--- src/rtl/crop_pkg.sv ---
// Shared pixel types and helpers for the crop / max-pool pipeline.
package crop_pkg;

  localparam int DEF_PIXEL_BIT_WIDTH = 8;
  // Widest pixel the signed_max helper handles; narrower pixels are
  // sign-extended in and truncated back out.
  localparam int MAX_PIXEL_W = 32;

  typedef logic signed [DEF_PIXEL_BIT_WIDTH-1:0] pixel_t;

  // Signed maximum; ties return either operand since they are equal.
  function automatic logic signed [MAX_PIXEL_W-1:0] signed_max(
    input logic signed [MAX_PIXEL_W-1:0] a,
    input logic signed [MAX_PIXEL_W-1:0] b
  );
    return (a > b) ? a : b;
  endfunction

endpackage

--- src/rtl/maxpool_row_buffer.sv ---
// One-row partial-max store: COLS/2 entries, one write port, one
// combinational read port, both indexed by col>>1. Not reset; every
// entry is written on an even row before the odd row reads it.
module maxpool_row_buffer #(
  parameter int DEPTH = 2,
  parameter int WIDTH = 8,
  parameter int IW    = 1
) (
  input  logic             clk,
  input  logic             we,
  input  logic [IW-1:0]    waddr,
  input  logic [WIDTH-1:0] wdata,
  input  logic [IW-1:0]    raddr,
  output logic [WIDTH-1:0] rdata
);

  logic [WIDTH-1:0] mem [DEPTH];

  // Write the even-row pair maximum for this column pair.
  always_ff @(posedge clk) begin
    if (we) mem[waddr] <= wdata;
  end

  assign rdata = mem[raddr];

endmodule

--- src/rtl/maxpool2x2_stream.sv ---
// Streaming 2x2 non-overlapping signed max-pool over a raster pixel
// stream. Accepts one pixel per cycle unless a pooled result is held
// and not being taken downstream.
module maxpool2x2_stream
  import crop_pkg::*;
#(
  parameter int PIXEL_BIT_WIDTH = DEF_PIXEL_BIT_WIDTH,
  parameter int ROWS            = 4,
  parameter int COLS            = 4
) (
  input  logic                       clk,
  input  logic                       reset,
  input  logic [PIXEL_BIT_WIDTH-1:0] pixel_in,
  input  logic                       in_valid,
  output logic                       in_ready,
  output logic [PIXEL_BIT_WIDTH-1:0] pixel_out,
  output logic                       out_valid,
  input  logic                       out_ready,
  output logic                       out_last
);

  localparam int W     = PIXEL_BIT_WIDTH;
  localparam int RW    = $clog2(ROWS);
  localparam int CW    = $clog2(COLS);
  localparam int BUF_N = COLS / 2;
  localparam int IW    = (BUF_N > 1) ? $clog2(BUF_N) : 1;

  if ((ROWS % 2) != 0 || ROWS < 2) begin : g_bad_rows
    $error("maxpool2x2_stream: ROWS must be even and >= 2");
  end
  if ((COLS % 2) != 0 || COLS < 2) begin : g_bad_cols
    $error("maxpool2x2_stream: COLS must be even and >= 2");
  end
  if (W > MAX_PIXEL_W || W < 1) begin : g_bad_width
    $error("maxpool2x2_stream: PIXEL_BIT_WIDTH out of range");
  end

  function automatic logic [W-1:0] pmax(input logic [W-1:0] a, input logic [W-1:0] b);
    return W'(signed_max(MAX_PIXEL_W'($signed(a)), MAX_PIXEL_W'($signed(b))));
  endfunction

  logic [RW-1:0] row;
  logic [CW-1:0] col;
  logic [W-1:0]  hold;
  logic          accept;
  logic          last_col, last_row;
  logic [IW-1:0] buf_idx;
  logic [W-1:0]  buf_rd;
  logic [W-1:0]  pair_max;   // max(hold, pixel_in)
  logic [W-1:0]  col_max;    // max(rowbuf, pixel_in)
  logic          buf_we;

  // Handshake, position decode and datapath maxima.
  always_comb begin
    in_ready = reset & (~out_valid | out_ready);
    accept   = in_valid & in_ready;
    last_col = (col == CW'(COLS - 1));
    last_row = (row == RW'(ROWS - 1));
    buf_idx  = IW'(col >> 1);
    pair_max = pmax(hold, pixel_in);
    col_max  = pmax(buf_rd, pixel_in);
    buf_we   = accept & ~row[0] & col[0];
  end

  maxpool_row_buffer #(
    .DEPTH (BUF_N),
    .WIDTH (W),
    .IW    (IW)
  ) u_rowbuf (
    .clk   (clk),
    .we    (buf_we),
    .waddr (buf_idx),
    .wdata (pair_max),
    .raddr (buf_idx),
    .rdata (buf_rd)
  );

  // Raster counters, hold register and output register. A drain and a
  // new load on the same edge keep out_valid high with the new result.
  always_ff @(posedge clk) begin
    if (!reset) begin
      row       <= '0;
      col       <= '0;
      hold      <= '0;
      pixel_out <= '0;
      out_valid <= 1'b0;
      out_last  <= 1'b0;
    end else begin
      if (out_valid && out_ready) out_valid <= 1'b0;
      if (accept) begin
        if (last_col) begin
          col <= '0;
          row <= last_row ? '0 : row + RW'(1);
        end else begin
          col <= col + CW'(1);
        end
        case ({row[0], col[0]})
          2'b00:   hold <= pixel_in;
          2'b10:   hold <= col_max;
          2'b11: begin
            pixel_out <= pair_max;
            out_valid <= 1'b1;
            out_last  <= last_row & last_col;
          end
          default: ;  // even row, odd col: row buffer write only
        endcase
      end
    end
  end

endmodule

--- config.mk ---
export PLATFORM = sky130hd
export DESIGN_NAME = maxpool2x2_stream
export DESIGN_NICKNAME = d
export VERILOG_FILES = /design/src/rtl/crop_pkg.sv /design/src/rtl/maxpool_row_buffer.sv /design/src/rtl/maxpool2x2_stream.sv
export SDC_FILE = /design/constraint.sdc
export NUM_CORES = 1
export LEC_CHECK = 0
export BUFFER_PORTS_ARGS = -buffer_cell sky130_fd_sc_hd__buf_2
export CORE_MARGIN = 1
export CORE_UTILIZATION = 52
export CTS_CLUSTER_DIAMETER = 200
export DETAILED_ROUTE_END_ITERATION = 8
export GPL_TIMING_DRIVEN = 0
export PLACE_DENSITY = 0.75
export SLEW_MARGIN = 25
export SYNTH_ARGS = -nofsm -noshare
export SYNTH_HDL_FRONTEND = slang
export SYNTH_SLANG_ARGS = --single-unit
export TNS_END_PERCENT = 100
--- constraint.sdc ---
create_clock -name clk -period 2.6 [get_ports clk]
set_clock_uncertainty 0.2 [all_clocks]
set_input_delay 0.52 -clock clk [delete_from_list [all_inputs] [get_ports clk]]
set_output_delay 0.52 -clock clk [all_outputs]
set_load 0.01 [all_outputs]
==> flow_summary_export.csv <==
group,metric,value,unit
run_status,status,"finished with violations",
run_status,violations,"negative setup slack",
cts,numCtsBuffers,5,
finish,final_area,0.00251,mm²
finish,drive_above_1_share,26.8,%
timing,setup_violations,7,
floorplan,ioPinCount,23,
global_routing,grt.met1_usage,31.0,%
global_routing,busiest_layer,"met2",
place,portBuffers,22,
floorplan,die_h,64.4,µm
power,p_sw,0.336,mW
worst_hold_path,hold_start,"out_last$_SDFFE_PN0P_",
timing,rsz0062_at_grt,"yes",
power,p_sw_share,24.5,%
critical_path,crit_required,2.64,ns
cts,root_buffer,"clkbuf_8",
global_routing,antenna_found_initial,0,
global_routing,grt_pass1_vias,1592,
global_routing,grt_use_met3,4.05,%
critical_path,cp-end-kind,"register",
cts,clockBufferDepth,2,
global_routing,grt_overflow,0,
floorplan,die-area,0.00415,mm²
worst_hold_path,hold_class,"reg2reg",
cts,htree_levels,2,
critical_path,worstSetupPathType,"reg2reg",
synthesis,synthCells,198,
power,p_int,1.04,mW
finish,area_growth,23.8,%
critical_path,crit_arrival,2.67,ns
global_routing,grt_first_pass_wirelength,7.41,mm
power,p_comb_share,16.4,%
timing,period_share,101,%
critical_path,rrSetupSlack,-0.03,ns
place,dpl_cell_area,0.00234,mm²
timing,tightest_slew,0.705,ns
floorplan,floorplan.initialDensity,54.9,%
timing,max_freq,380,MHz
route,ant_nets,0,
synthesis,syn_area,0.00203,mm²
route,drc,0,
timing,final_max_slew_viol_count,0,
cts,tritoncts,"built",
timing,setup_ws,-0.0295,ns
synthesis,synth_edf_count,16,
timing,finalHoldViolCount,0,
power,p_leak,1.03,nW
synthesis,synth_nets,228,
cts,insertion_delay,0.29,ns
route,drtIter0Drc,89,
power,power.density,548,mW/mm²
timing,setup_tns,-0.163,ns
route,totalWireLength,4.54,mm
route,via_per_inst,5.83,
floorplan,core_area,0.00369,mm²
finish,final_nets,257,
critical_path,path_max_fanout,8,
synthesis,synth_seq_area_share,46.4,%
finish,layout_common_cells,"23 x buf_2, 22 x dfxtp_1, 17 x nand2_1, 16 x o21ai_0, 16 x edfxtp_1",
global_routing,grt_max_degree,13,
finish,fin_util,68.0,%
cts,path_clk_slew,0.07,ns
critical_path,startpoint_type,"register",
cts,cts.sinks,39,
timing,fin_crit,2.63,ns
critical_path,worstSetupEndpoint,"hold[2]$_SDFFE_PN0P_",
place,place.gp.congestion,0.791,
critical_path,r2r_cells,9,
synthesis,avgSynthCellArea,10.2,µm²
job,drv_cap,0,
synthesis,async_reset_ff_share,0,%
global_routing,met2_usage,38.2,%
finish,final_common_cell,"buf_2",
global_routing,gr-usage-all-layers,23.8,%
power,power.share.clock,34.8,%
floorplan,rows,22,
synthesis,synth-seq-cells,39,
place,dp_hpwl,3.59,mm
synthesis,ys.warnings.count,0,
route,vias,1610,
power,p_seq_share,48.8,%
timing,maxSlewHeadroom,52.6,%
route,firstDrtPassIters,4,
cts,holdBufCountCts,0,
route,wl_per_cell,16.4,µm
finish,diodes,0,
power,ir_worst_vdd,515,µV
synthesis,synth-main-ff-cell,"dfxtp_1",
critical_path,r2r-end,"hold[2]$_SDFFE_PN0P_",
floorplan,fp.dieW,64.4,µm
synthesis,synth_cell_types,35,
[cells by family after synthesis]
kind of cell | after synthesis | share of synthesized area, %
AOI/OAI and AO/OA | 51 | 17.1
adders and majority gates | 18 | 11.1
buffers and inverters | 17 | 3.58
DFF | 39 | 46.4
muxes | 8 | 4.39
and+or+nand+nor | 65 | 17.4
[critical path, stage by stage (launching register included)]
cell and delay, ns:
dfxtp_2 0.33, clkbuf_16 0.15, mux2_4 0.33, ha_4 0.26, nand4_4 0.08, nor3_2 0.05
or4b_4 0.49, buf_6 0.14, nor3_4 0.33, a221o_1 0.20
[flip-flops by register name (all words and copies together), names as in the netlist, named ones only]
signal	count
pixel_out	8
hold	8
u_rowbuf.mem	16
out_last	1
row	2
out_valid	1
col	2
[how the worst min path moves through the flow]
stage	cells after the start	endpoint
floorplan	2	row[1]$_SDFFE_PN0P_
global placement	2	out_last$_SDFFE_PN0P_
detailed placement	2	out_last$_SDFFE_PN0P_
CTS	2	out_last$_SDFFE_PN0P_
global route	2	hold[7]$_SDFFE_PN0P_
finish	2	out_last$_SDFFE_PN0P_
[power by group through the flow]
stage / logic (mW) / registers (mW) / clock network (mW)
CTS: 0.220 / 0.670 / 0.486
global route: 0.250 / 0.673 / 0.509
finish: 0.226 / 0.671 / 0.478
global placement: 0.197 / 0.683 / 0
floorplan: 0.152 / 0.680 / 0
detailed placement: 0.209 / 0.684 / 0
[cells in the mapped netlist (3+ instances only)]
library cell	instances	area [µm²]
edfxtp_1	16	480
a21boi_0	6	45.0
o21ai_0	18	90.1
ha_1	18	225
nor2_1	3	11.3
clkbuf_1	4	15.0
dfxtp_1	23	460
nand3_1	12	60.1
and2_1	8	50.1
nor3_1	3	15.0
mux2_2	7	78.8
inv_1	11	41.3
a221o_1	8	80.1
a21oi_1	3	15.0
a31oi_1	8	50.1
nand2_1	19	71.3
or3_1	3	18.8
nor2b_1	5	31.3
[metrics by stage]
step | worst slack (ns) | std cells | hold WS (ns) | total power, mW
6_report | -0.0295 | 276 | 0.268 | 1.37
5_1_grt | -0.0607 | 276 | 0.291 | 1.43
3_5_place_dp | -0.402 | 268 | 0.265 | 0.893
2_1_floorplan | -0.00181 | 198 | 0.247 | 0.832
4_1_cts | -0.0305 | 276 | 0.273 | 1.38
3_3_place_gp | -0.230 | 268 | 0.251 | 0.880
[what timing repair did]
action	4_1_cts	5_1_grt
resized for setup	9	6
endpoints found under the hold margin	0	0
pin swaps	7	6
buffers inserted	1	0
setup endpoints to repair	24	25
[final cells by class]
cell class,count,area (µm²)
Inverter,11,41.3
Clock inverter,3,38.8
Clock buffer,5,68.8
Multi-Input combinational cell,142,1190
Sequential cell,39,942
Tap cell,48,60.1
Fill cell,281,1180
Timing Repair Buffer,23,121
Buffer,5,41.3
[per-layer routing]
| layer | vias up | wire (µm) |
|---|---|---|
| met3 | 9 | 149 |
| li1 | 802 | - |
| met2 | 34 | 2140 |
| met1 | 765 | 2160 |
| met4 | 0 | 87 |
| met5 | - | 0 |
(Power assumes the default switching activity.)
